--- config.mk ---
export PLATFORM = sky130hd
export DESIGN_NAME = ne_seq_ctrl
export DESIGN_NICKNAME = d
export VERILOG_FILES = /design/src/rtl/ne_pkg.sv /design/src/rtl/ne_edge_pulse.sv /design/src/rtl/ne_seq_ctrl.sv
export SDC_FILE = /design/constraint.sdc
export NUM_CORES = 1
export LEC_CHECK = 0
export BUFFER_PORTS_ARGS = -buffer_cell sky130_fd_sc_hd__buf_2
export CAP_MARGIN = 30
export CORE_UTILIZATION = 56
export DETAILED_ROUTE_END_ITERATION = 10
export PLACE_DENSITY_LB_ADDON = 0.12
export SETUP_SLACK_MARGIN = 0.02
export SYNTH_ARGS = -nofsm -noshare
export SYNTH_HDL_FRONTEND = slang
export SYNTH_SLANG_ARGS = --single-unit
export TNS_END_PERCENT = 50
--- constraint.sdc ---
create_clock -name clk -period 3.3 [get_ports clk]
set_clock_uncertainty 0.05 [all_clocks]
set_input_delay 0.66 -clock clk [delete_from_list [all_inputs] [get_ports clk]]
set_output_delay 0.66 -clock clk [all_outputs]
set_load 0.005 [all_outputs]
--- src/rtl/ne_pkg.sv ---
// ne_pkg: shared state type and default parameters for the neuron sequencer.
package ne_pkg;

  typedef enum logic [2:0] {
    ST_IDLE       = 3'd0,
    ST_WRITE_DATA = 3'd1,
    ST_WRITE_THR  = 3'd2,
    ST_COMPUTE    = 3'd3,
    ST_WAIT_OUT   = 3'd4,
    ST_READ_OUT   = 3'd5
  } ne_seq_state_t;

  localparam int NE_DEPTH         = 64;
  localparam int NE_NUM_CH        = 4;
  localparam int NE_THRESH_CYCLES = 2;
  localparam int NE_PIPE_LAT      = 2;

endpackage

--- src/rtl/ne_edge_pulse.sv ---
// ne_edge_pulse: registered one-cycle pulse on a rising edge of i_sig.
module ne_edge_pulse (
  input  logic clk,
  input  logic rst_n,
  input  logic i_sig,
  output logic o_pulse
);

  logic r_sig_d;
  logic r_pulse;

  always_ff @(posedge clk or negedge rst_n) begin
    if (!rst_n) begin
      r_sig_d <= 1'b0;
      r_pulse <= 1'b0;
    end else begin
      r_sig_d <= i_sig;
      r_pulse <= i_sig & ~r_sig_d;
    end
  end

  assign o_pulse = r_pulse;

endmodule

--- src/rtl/ne_seq_ctrl.sv ---
// ne_seq_ctrl: per-neuron write/threshold/compute/read sequencer.
// Optional busy-cycle counter enabled by NE_SEQ_PERF_CNT_EN.
module ne_seq_ctrl
  import ne_pkg::*;
#(
  parameter int DEPTH         = NE_DEPTH,
  parameter int NUM_CH        = NE_NUM_CH,
  parameter int THRESH_CYCLES = NE_THRESH_CYCLES,
  parameter int PIPE_LAT      = NE_PIPE_LAT,
  localparam int PTR_W = $clog2(DEPTH),
  localparam int CH_W  = (NUM_CH > 1) ? $clog2(NUM_CH) : 1
) (
  input  logic             clk,
  input  logic             rst_n,
  input  logic             chip_sel,
  input  logic             wr_en,
  input  logic             rd_ack,
  output logic             rst_mem,
  output logic             mul_mem_en,
  output logic             ac_mem_en,
  output logic             threshold_ready,
  output logic             output_ready,
  output logic [PTR_W-1:0] wr_data_ptr,
  output logic [PTR_W-1:0] rd_data_ptr,
  output logic [CH_W-1:0]  ch_idx,
  output logic             busy,
  output logic             done,
  output logic [15:0]      perf_cycles
);

  localparam logic [PTR_W-1:0] LP_PTR_MAX = PTR_W'(DEPTH - 1);
  localparam logic [CH_W-1:0]  LP_CH_MAX  = CH_W'(NUM_CH - 1);
  localparam logic [2:0]       LP_THR_MAX = 3'(THRESH_CYCLES - 1);
  localparam logic [3:0]       LP_DLY_MAX = 4'(PIPE_LAT - 1);

  ne_seq_state_t    r_state, w_state_nxt;
  logic [PTR_W-1:0] r_wptr, w_wptr_nxt;
  logic [PTR_W-1:0] r_rptr, w_rptr_nxt;
  logic [2:0]       r_tcnt, w_tcnt_nxt;
  logic [3:0]       r_dcnt, w_dcnt_nxt;
  logic [CH_W-1:0]  r_ch, w_ch_nxt;
  logic             r_done, w_done_nxt;
  logic             w_rst_mem;

  ne_edge_pulse u_edge (
    .clk     (clk),
    .rst_n   (rst_n),
    .i_sig   (chip_sel),
    .o_pulse (w_rst_mem)
  );

  always_ff @(posedge clk or negedge rst_n) begin
    if (!rst_n) begin
      r_state <= ST_IDLE;
      r_wptr  <= '0;
      r_rptr  <= '0;
      r_tcnt  <= '0;
      r_dcnt  <= '0;
      r_ch    <= '0;
      r_done  <= 1'b0;
    end else begin
      r_state <= w_state_nxt;
      r_wptr  <= w_wptr_nxt;
      r_rptr  <= w_rptr_nxt;
      r_tcnt  <= w_tcnt_nxt;
      r_dcnt  <= w_dcnt_nxt;
      r_ch    <= w_ch_nxt;
      r_done  <= w_done_nxt;
    end
  end

  always_comb begin
    w_state_nxt = r_state;
    w_wptr_nxt  = r_wptr;
    w_rptr_nxt  = r_rptr;
    w_tcnt_nxt  = r_tcnt;
    w_dcnt_nxt  = r_dcnt;
    w_ch_nxt    = r_ch;
    w_done_nxt  = 1'b0;
    // deselect beats every other transition and wipes the session
    if (!chip_sel) begin
      w_state_nxt = ST_IDLE;
      w_wptr_nxt  = '0;
      w_rptr_nxt  = '0;
      w_tcnt_nxt  = '0;
      w_dcnt_nxt  = '0;
      w_ch_nxt    = '0;
    end else begin
      case (r_state)
        ST_IDLE: begin
          if (wr_en) w_state_nxt = ST_WRITE_DATA;
        end
        ST_WRITE_DATA: begin
          if (wr_en) begin
            if (r_wptr == LP_PTR_MAX) begin
              w_wptr_nxt  = '0;
              w_state_nxt = ST_WRITE_THR;
            end else begin
              w_wptr_nxt = r_wptr + PTR_W'(1);
            end
          end
        end
        ST_WRITE_THR: begin
          if (wr_en) begin
            if (r_tcnt == LP_THR_MAX) begin
              w_tcnt_nxt  = '0;
              w_state_nxt = ST_COMPUTE;
            end else begin
              w_tcnt_nxt = r_tcnt + 3'd1;
            end
          end
        end
        ST_COMPUTE: begin
          if (r_rptr == LP_PTR_MAX) begin
            w_rptr_nxt  = '0;
            w_dcnt_nxt  = '0;
            w_state_nxt = ST_WAIT_OUT;
          end else begin
            w_rptr_nxt = r_rptr + PTR_W'(1);
          end
        end
        ST_WAIT_OUT: begin
          if (r_dcnt == LP_DLY_MAX) begin
            w_dcnt_nxt  = '0;
            w_state_nxt = ST_READ_OUT;
          end else begin
            w_dcnt_nxt = r_dcnt + 4'd1;
          end
        end
        ST_READ_OUT: begin
          if (rd_ack) begin
            if (r_ch == LP_CH_MAX) begin
              w_ch_nxt    = '0;
              w_done_nxt  = 1'b1;
              w_state_nxt = ST_IDLE;
            end else begin
              w_ch_nxt    = r_ch + CH_W'(1);
              w_state_nxt = ST_WRITE_DATA;
            end
          end
        end
        default: w_state_nxt = ST_IDLE;
      endcase
    end
  end

  assign rst_mem         = w_rst_mem;
  assign mul_mem_en      = (r_state == ST_COMPUTE);
  assign ac_mem_en       = (r_state == ST_COMPUTE);
  assign threshold_ready = (r_state == ST_WRITE_THR) & wr_en;
  assign output_ready    = (r_state == ST_READ_OUT);
  assign wr_data_ptr     = r_wptr;
  assign rd_data_ptr     = r_rptr;
  assign ch_idx          = r_ch;
  assign busy            = (r_state != ST_IDLE);
  assign done            = r_done;

`ifdef NE_SEQ_PERF_CNT_EN
  logic [15:0] r_perf;

  always_ff @(posedge clk or negedge rst_n) begin
    if (!rst_n) begin
      r_perf <= '0;
    end else if (w_rst_mem) begin
      r_perf <= '0;
    end else if (busy && (r_perf != 16'hFFFF)) begin
      r_perf <= r_perf + 16'd1;
    end
  end

  assign perf_cycles = r_perf;
`else
  assign perf_cycles = 16'd0;
`endif

endmodule

Word-level counts from Yosys, hierarchy flattened
Cells that the tools add are included.

Register bits: 27. Bits of input ports: 5. Output and inout bits: 37.

$add $sub $neg: 5. Equality and inequality tests: 25. Mux-type cells: 34. Bitwise logic cells: 3. Reductions and logical operators: 7.

Operator list (number): 2-to-1 mux 6 bit (7); 2-to-1 mux 3 bit (13); != test 3 bit (second input constant) (7); one-hot mux 3 bit (6 select lines) (1); adder 6 x 1 -> 6 bit (second input constant) (2); == test 6 bit (second input constant) (2); 2-to-1 mux 4 bit (3); != test 2 x 1 -> 1 bit (second input constant) (6); 2-to-1 mux 2 bit (4); one-hot mux 4 bit (2 select lines) (1); AND reduction 2 bit (4); AND reduction 8 bit (1); == test 3 x 1 -> 1 bit (second input constant) (2); == test 3 x 2 -> 1 bit (second input constant) (2); == test 3 bit (second input constant) (2); 2-to-1 mux 1 bit (5); adder 4 x 1 -> 4 bit (second input constant) (1); == test 4 x 1 -> 1 bit (second input constant) (1); adder 3 x 1 -> 3 bit (second input constant) (1); zero test 3 bit (1); != test 3 x 1 -> 1 bit (second input constant) (1); != test 3 x 2 -> 1 bit (second input constant) (1); nonzero test 3 bit (1); adder 2 x 1 -> 2 bit (second input constant) (1); other kinds (3) (4).

Logic depth before layout (Yosys ltp)
Gate-level depths: netlist of run 1.

Word-level depth: 5. Depth in mapped cells: 6. Depth with buffers taken out: 6.

Hierarchy
A second synthesis of run 1 with hierarchy kept.

Cells, all modules: 176. Area total of the unflattened synthesis: 1609.0 µm².

Modules (own cells, without submodules): ne_seq_ctrl (instances 1, cells an instance 173, area an instance 1545.2 µm², seq. area each 625.6 µm²); ne_edge_pulse (instances 1, cells an instance 3, area an instance 63.8 µm², seq. area each 50.0 µm²).

Worst setup path before layout of run 1
No wires, ideal clock.

Path type: input-to-output. Start: input wr_en. End: output threshold_ready. Data arrival time: 1.046 ns. Slack: 1.544 ns. Stages: 2. Cell sequence: and4bb_2 > clkbuf_1.

Longest elaborated chain between the ends: 1.

Ends and longest elaborated chain: start, declared (RTL line ne_seq_ctrl.sv:16) `input logic wr_en,`; AND 1 bit (RTL line ne_seq_ctrl.sv:150) `assign threshold_ready = (r_state == ST_WRITE_THR) & wr_en;`; end, declared (RTL line ne_seq_ctrl.sv:21) `output logic threshold_ready,`.

Every way passes these cells.

Worst setup path after layout of run 1
Start: register r_state[0]. End: output ac_mem_en.

Longest elaborated chain between the ends: 1.

Ends and longest elaborated chain: start, declared (RTL line ne_seq_ctrl.sv:36) `ne_seq_state_t r_state, w_state_nxt;`; start signal, assigned (RTL line ne_seq_ctrl.sv:62) `r_state <= w_state_nxt;`; == test 3 x 2 -> 1 bit (RTL line ne_seq_ctrl.sv:149) `assign ac_mem_en = (r_state == ST_COMPUTE);`; end, declared (RTL line ne_seq_ctrl.sv:20) `output logic ac_mem_en,`.

Every way passes these cells.

==> out/results.ini, run 1 <==
[setup_path]
critical_path_buf_inv_count = 2
arrival_ps = 1470
cp_slowest_cell = dfrtp_1
critPathCaptureType = primary output
cp-start-kind = flip-flop
crit_fanout = 14
path_cells = nand3b_2 > inv_2 > buf_2
path_delay_family = flip-flops
crit_type = flip-flop to primary output
slowest_delay_ps = 660
worst-endpoint-required_ps = 2590

[global_route]
grt_pass1_vias = 1138
grt_first_pass_wirelength_um = 4947
grt_start_max_net_pins = 31
antenna_found_initial = 0
grt_use_total_pct = 19.83
overflow = 0

[routing]
routedWlPerCell_um = 12.85
wirelength_um = 2801
drc = 0
dr.pass1.iters = 4
detail-route-antenna-nets = 0
vias_per_cell = 5.661
vias = 1234
drtIter0Drc = 49

[place]
gp_congestion = 0.7272
dp_hpwl_um = 2002
io_buffer_count = 25
post_dp_cell_area_sq_um = 1680

[floorplanning]
io_pins = 42
die_height_um = 55.85
rows = 19
die_area_sq_um = 3119
core_area_sq_um = 2758
fp.dieW_um = 55.85
initial_core_util_pct = 58.89

[logic_synthesis]
ys_warn_count = 0
synth_edf_count = 0
ys_types = 48
synth_area_sq_um = 1624
syn_area_per_cell_sq_um = 9.725
yosysSeqAreaShare_pct = 41.60
ys_seq_elements = 27
synth_cells = 167
async_reset_ff_share_pct = 100.0
synth_flop_cell = dfrtp_1

[sta]
timing.hold.ws_ps = 262.8
tightest_slew_ps = 590.3
setup_tns_ps = 0
final-hold-violation-count = 0
slew-limit-headroom_pct = 60.65
slew_violations = 0
rsz0062_at_grt = false
finalSetupViolCount = 0
fmax_ghz = 0.4583
period_share_pct = 66.12
fin_crit_ps = 2182

[clock_tree]
cts_max_level = 1
cts-buffers-inserted = 3
post_cts_buffers = 0
root_buffer = clkbuf_4
clk_latency_ps = 330
ctsResizeCount = 0
cts_hold_buf = 0
clk_path_buf_depth = 2
clk_pin_slew_ps = 140
tritoncts = yes
clock_sinks = 27

[finish]
fin_nets = 198
drive_gt1_share_pct = 18.72
design_area_sq_um = 1707
synthToLayoutAreaGrowth_pct = 5.085
final_cell_mix = 27 x dfrtp_1, 25 x buf_2, 16 x nand2_1, 16 x conb_1, 8 x nand3_1
n_fill_cell = 245
layout_commonest_cell = dfrtp_1
fin_util_pct = 61.89
seqCellArea_sq_um = 675.6
num_antenna_cells = 0
multi_input_area_sq_um = 825.8

[run]
max_cap_violations = 0

[power_and_ir_drop]
power_density_nw_per_um2 = 307.2
peakVddDrop_v = 0.0002466
power_leakage_nw = 0.8644

[status]
status = finished, final reports clean

[worst_hold_path]
min_path_type = primary input to async pin

==> cells by family after synthesis <==
| family | count (synthesis) | synth area share [%] |
|---|---|---|
| buffers and inverters | 28 | 11.02 |
| adder cells (fa/ha/maj) | 5 | 3.852 |
| XOR/XNOR | 6 | 3.236 |
| AO/OA/AOI/OAI | 31 | 13.25 |
| multiplexers | 1 | 0.6164 |
| flip-flops | 27 | 41.60 |
| other | 1 | 0.2309 |
| AND/OR/NAND/NOR | 68 | 26.19 |
==> where the power goes <==
part           internal [mW]  leakage, nW  total, mW  switching (mW)
Combinational         0.0125        0.477     0.0383          0.0257
Sequential             0.335        0.372      0.343         0.00861
Clock                 0.0474       0.0150      0.143          0.0953
Total                  0.395        0.864      0.524           0.130
==> routing by layer <==
| layer | track usage, % | vias to the layer above | wire length [um] |
|---|---|---|---|
| met2 | 33.39 | 34 | 1360 |
| met1 | 25.57 | 595 | 1292 |
| li1 | - | 600 | - |
| met4 | 9.756 | 0 | 47 |
| met3 | 2.093 | 5 | 101 |
| met5 | 0 | - | 0 |
==> per-stage QoR <==
| stage | power, mW | worst slack, ps | cells |
|---|---|---|---|
| after floorplan | 0.3848 | 1544 | 182 |
| after global placement | 0.3868 | 1390 | 214 |
| after detailed placement | 0.3883 | 1371 | 214 |
| after CTS | 0.5337 | 1098 | 218 |
| after global routing | 0.5466 | 1006 | 218 |
| final | 0.5242 | 1118 | 218 |
==> registers in the layout (all words and copies together), names as in the netlist <==
name,count
u_edge.r_sig_d,1
r_tcnt,3
ch_idx,2
done,1
u_edge.o_pulse,1
wr_data_ptr,6
r_dcnt,4
r_state,3
rd_data_ptr,6
==> final timing paths <==
path	slack [ps]	cells after the start	to	from
hold reg to reg	360	1	u_edge.o_pulse$_DFF_PN0_	u_edge.r_sig_d$_DFF_PN0_
min in group clk	360	1	u_edge.o_pulse$_DFF_PN0_	u_edge.r_sig_d$_DFF_PN0_
hold / removal	260	1	wr_data_ptr[5]$_DFFE_PN0P_	rst_n
max in group asynchronous	2540	1	r_dcnt[3]$_DFFE_PN0P_	rst_n
setup reg to reg	1500	5	r_dcnt[3]$_DFFE_PN0P_	r_state[0]$_DFFE_PN0P_
setup / recovery	1120	3	ac_mem_en	r_state[0]$_DFFE_PN0P_
==> synth_stat cells, types with 3 or more instances <==
cell type	count	area, sq um
dfrtp_1	27	675.7
buf_4	17	127.6
nand2_1	16	60.06
nand3_1	8	40.04
a21boi_0	7	52.55
and2_1	7	43.79
a31oi_1	5	31.28
ha_1	5	62.56
nor2_1	5	18.77
xnor2_1	5	43.79
clkbuf_1	4	15.01
o21ai_0	4	20.02
a211o_1	3	26.28
a21oi_1	3	15.01
inv_1	3	11.26
nand3b_1	3	22.52
nand4_1	3	18.77
nor2b_1	3	18.77
nor3_1	3	15.01
==> cell type report <==
cell class | count | area share, %
Clock buffer | 4 | 1.540
Inverter | 4 | 0.8798
Multi-Input combinational cell | 127 | 48.39
Sequential cell | 27 | 39.59
Tap cell | 31 | 2.273
Timing Repair Buffer | 25 | 7.331
No activity file was read; power rests on OpenSTA's default activity.
==> inputs of run 2 (changes only) <==
CORE_UTILIZATION = 52   (was 56)
clock period = 2.3 ns   (was 3.3 ns; I/O delays follow)
==> out/results.ini, run 2 (same netlist as run 1, synthesis figures left out) <==
[global_route]
grt_use_total_pct = 18.70
grt_start_max_net_pins = 31
overflow = 0
antenna_found_initial = 0
grt_pass1_vias = 1096
grt_first_pass_wirelength_um = 4885

[floorplanning]
die_height_um = 57.89
fp.dieW_um = 57.89
rows = 19
initial_core_util_pct = 56.93
core_area_sq_um = 2853
io_pins = 42
die_area_sq_um = 3351

[setup_path]
arrival_ps = 1510
reg2reg_to = r_dcnt[3]$_DFFE_PN0P_
path_cells = and4bb_2 > buf_2
crit_type = flip-flop to primary output
cp-start-kind = flip-flop
r2r.worst_path.cells = 5
cp_slowest_cell = dfrtp_1
critPathCaptureType = primary output
crit_fanout = 14
slowest_delay_ps = 590
r2r_slack_ps = 460
worst-endpoint-required_ps = 1790
timing.rr.start = r_state[0]$_DFFE_PN0P_

[routing]
vias_per_cell = 5.748
dr.pass1.iters = 7
drtIter0Drc = 67
drc = 4
vias = 1253
routedWlPerCell_um = 13.09
wirelength_um = 2853
detail-route-antenna-nets = 0

[power_and_ir_drop]
peakVddDrop_v = 0.0003162
power_leakage_nw = 0.8634
p_clk_share_pct = 27.8
power_density_nw_per_um2 = 443.2
switchingPower_uw = 193.3
power_frac_seq_pct = 65.0
p_comb_share_pct = 7.2
intPower_uw = 564.8
swShare_pct = 25.49
power_uw = 758.0

[finish]
drive_gt1_share_pct = 19.25
synthToLayoutAreaGrowth_pct = 5.316
fin_util_pct = 59.96
design_area_sq_um = 1710
fin_nets = 198
layout_commonest_cell = dfrtp_1
fin_cells = 218
num_antenna_cells = 0
final_cell_mix = 27 x dfrtp_1, 25 x buf_2, 16 x nand2_1, 16 x conb_1, 8 x nand3_1

[run]
max_cap_violations = 0

[sta]
fin_crit_ps = 2016
tightest_slew_ps = 600.7
rsz0062_at_grt = false
setup_tns_ps = 0
final-hold-violation-count = 0
period_share_pct = 87.66
slew_violations = 0
slew-limit-headroom_pct = 59.95
finalSetupViolCount = 0
fmax_ghz = 0.4960

[place]
gp_congestion = 0.7681
placed_cells = 214
post_dp_cell_area_sq_um = 1680
io_buffer_count = 25
dp_hpwl_um = 2055

[clock_tree]
cts_max_level = 1
clk_pin_slew_ps = 160
post_cts_buffers = 0
clk_latency_ps = 340
tritoncts = yes
clock_sinks = 27
cts_hold_buf = 0
cts-buffers-inserted = 3
clk_path_buf_depth = 2
ctsResizeCount = 0
root_buffer = clkbuf_4

[worst_hold_path]
min_path_type = primary input to async pin

[status]
status = complete, but fails checks
violations = design-rule violations

[run 2: changes by cell type in the layout (fill, tap and decap cells not counted), sizes merged]
cell | previous run | this run
clkbuf | 4 | 3
clkinvlp | 0 | 1
[run 2: metal layers]
layer  track usage (%)  wire length (um)
met2             30.38              1389
met4             7.823                37
met1             25.54              1302
met5                 0                 0
met3             2.009               124
[run 2: layout make-up]
class / count / area, sq um
Clock buffer: 3 / 22.52
Timing Repair Buffer: 25 / 125.1
Inverter: 4 / 15.01
Multi-Input combinational cell: 127 / 825.8
Tap cell: 31 / 38.79
Fill cell: 252 / 1142
Sequential cell: 27 / 675.6
Clock inverter: 1 / 7.507
[run 2: stage by stage]
step | setup WS, ps | hold WS (ps)
2_1_floorplan | 731.8 | 114.4
3_3_place_gp | 574.0 | 339.2
3_5_place_dp | 525.2 | 347.2
4_1_cts | 272.6 | 60.84
5_1_grt | 162.2 | 89.42
6_report | 283.7 | 54.22
[run 2: power groups by stage]
stage               sequential, mW  clock, mW  combinational, mW
finish                       0.493      0.211             0.0544
CTS                          0.493      0.224             0.0552
global placement             0.501          0             0.0543
floorplan                    0.496          0             0.0562
global route                 0.496      0.233             0.0636
detailed placement           0.502          0             0.0551
[run 2: critical path: cells and delay by family (launching register included)]
family | cells | cell delay (ps)
AND/OR/NAND/NOR | 1 | 450
buffers and inverters | 1 | 130
flip-flops | 1 | 590
[run 2: worst max path at each step]
stage	startpoint	endpoint	slack, ps	cells after the start
6_report	r_state[0]$_DFFE_PN0P_	threshold_ready	280	2
5_1_grt	r_state[0]$_DFFE_PN0P_	ac_mem_en	160	3
4_1_cts	r_state[0]$_DFFE_PN0P_	threshold_ready	270	2
3_5_place_dp	r_state[0]$_DFFE_PN0P_	r_dcnt[3]$_DFFE_PN0P_	530	5
3_3_place_gp	r_state[2]$_DFFE_PN0P_	r_dcnt[3]$_DFFE_PN0P_	570	5
2_1_floorplan	r_dcnt[1]$_DFFE_PN0P_	r_dcnt[2]$_DFFE_PN0P_	730	6
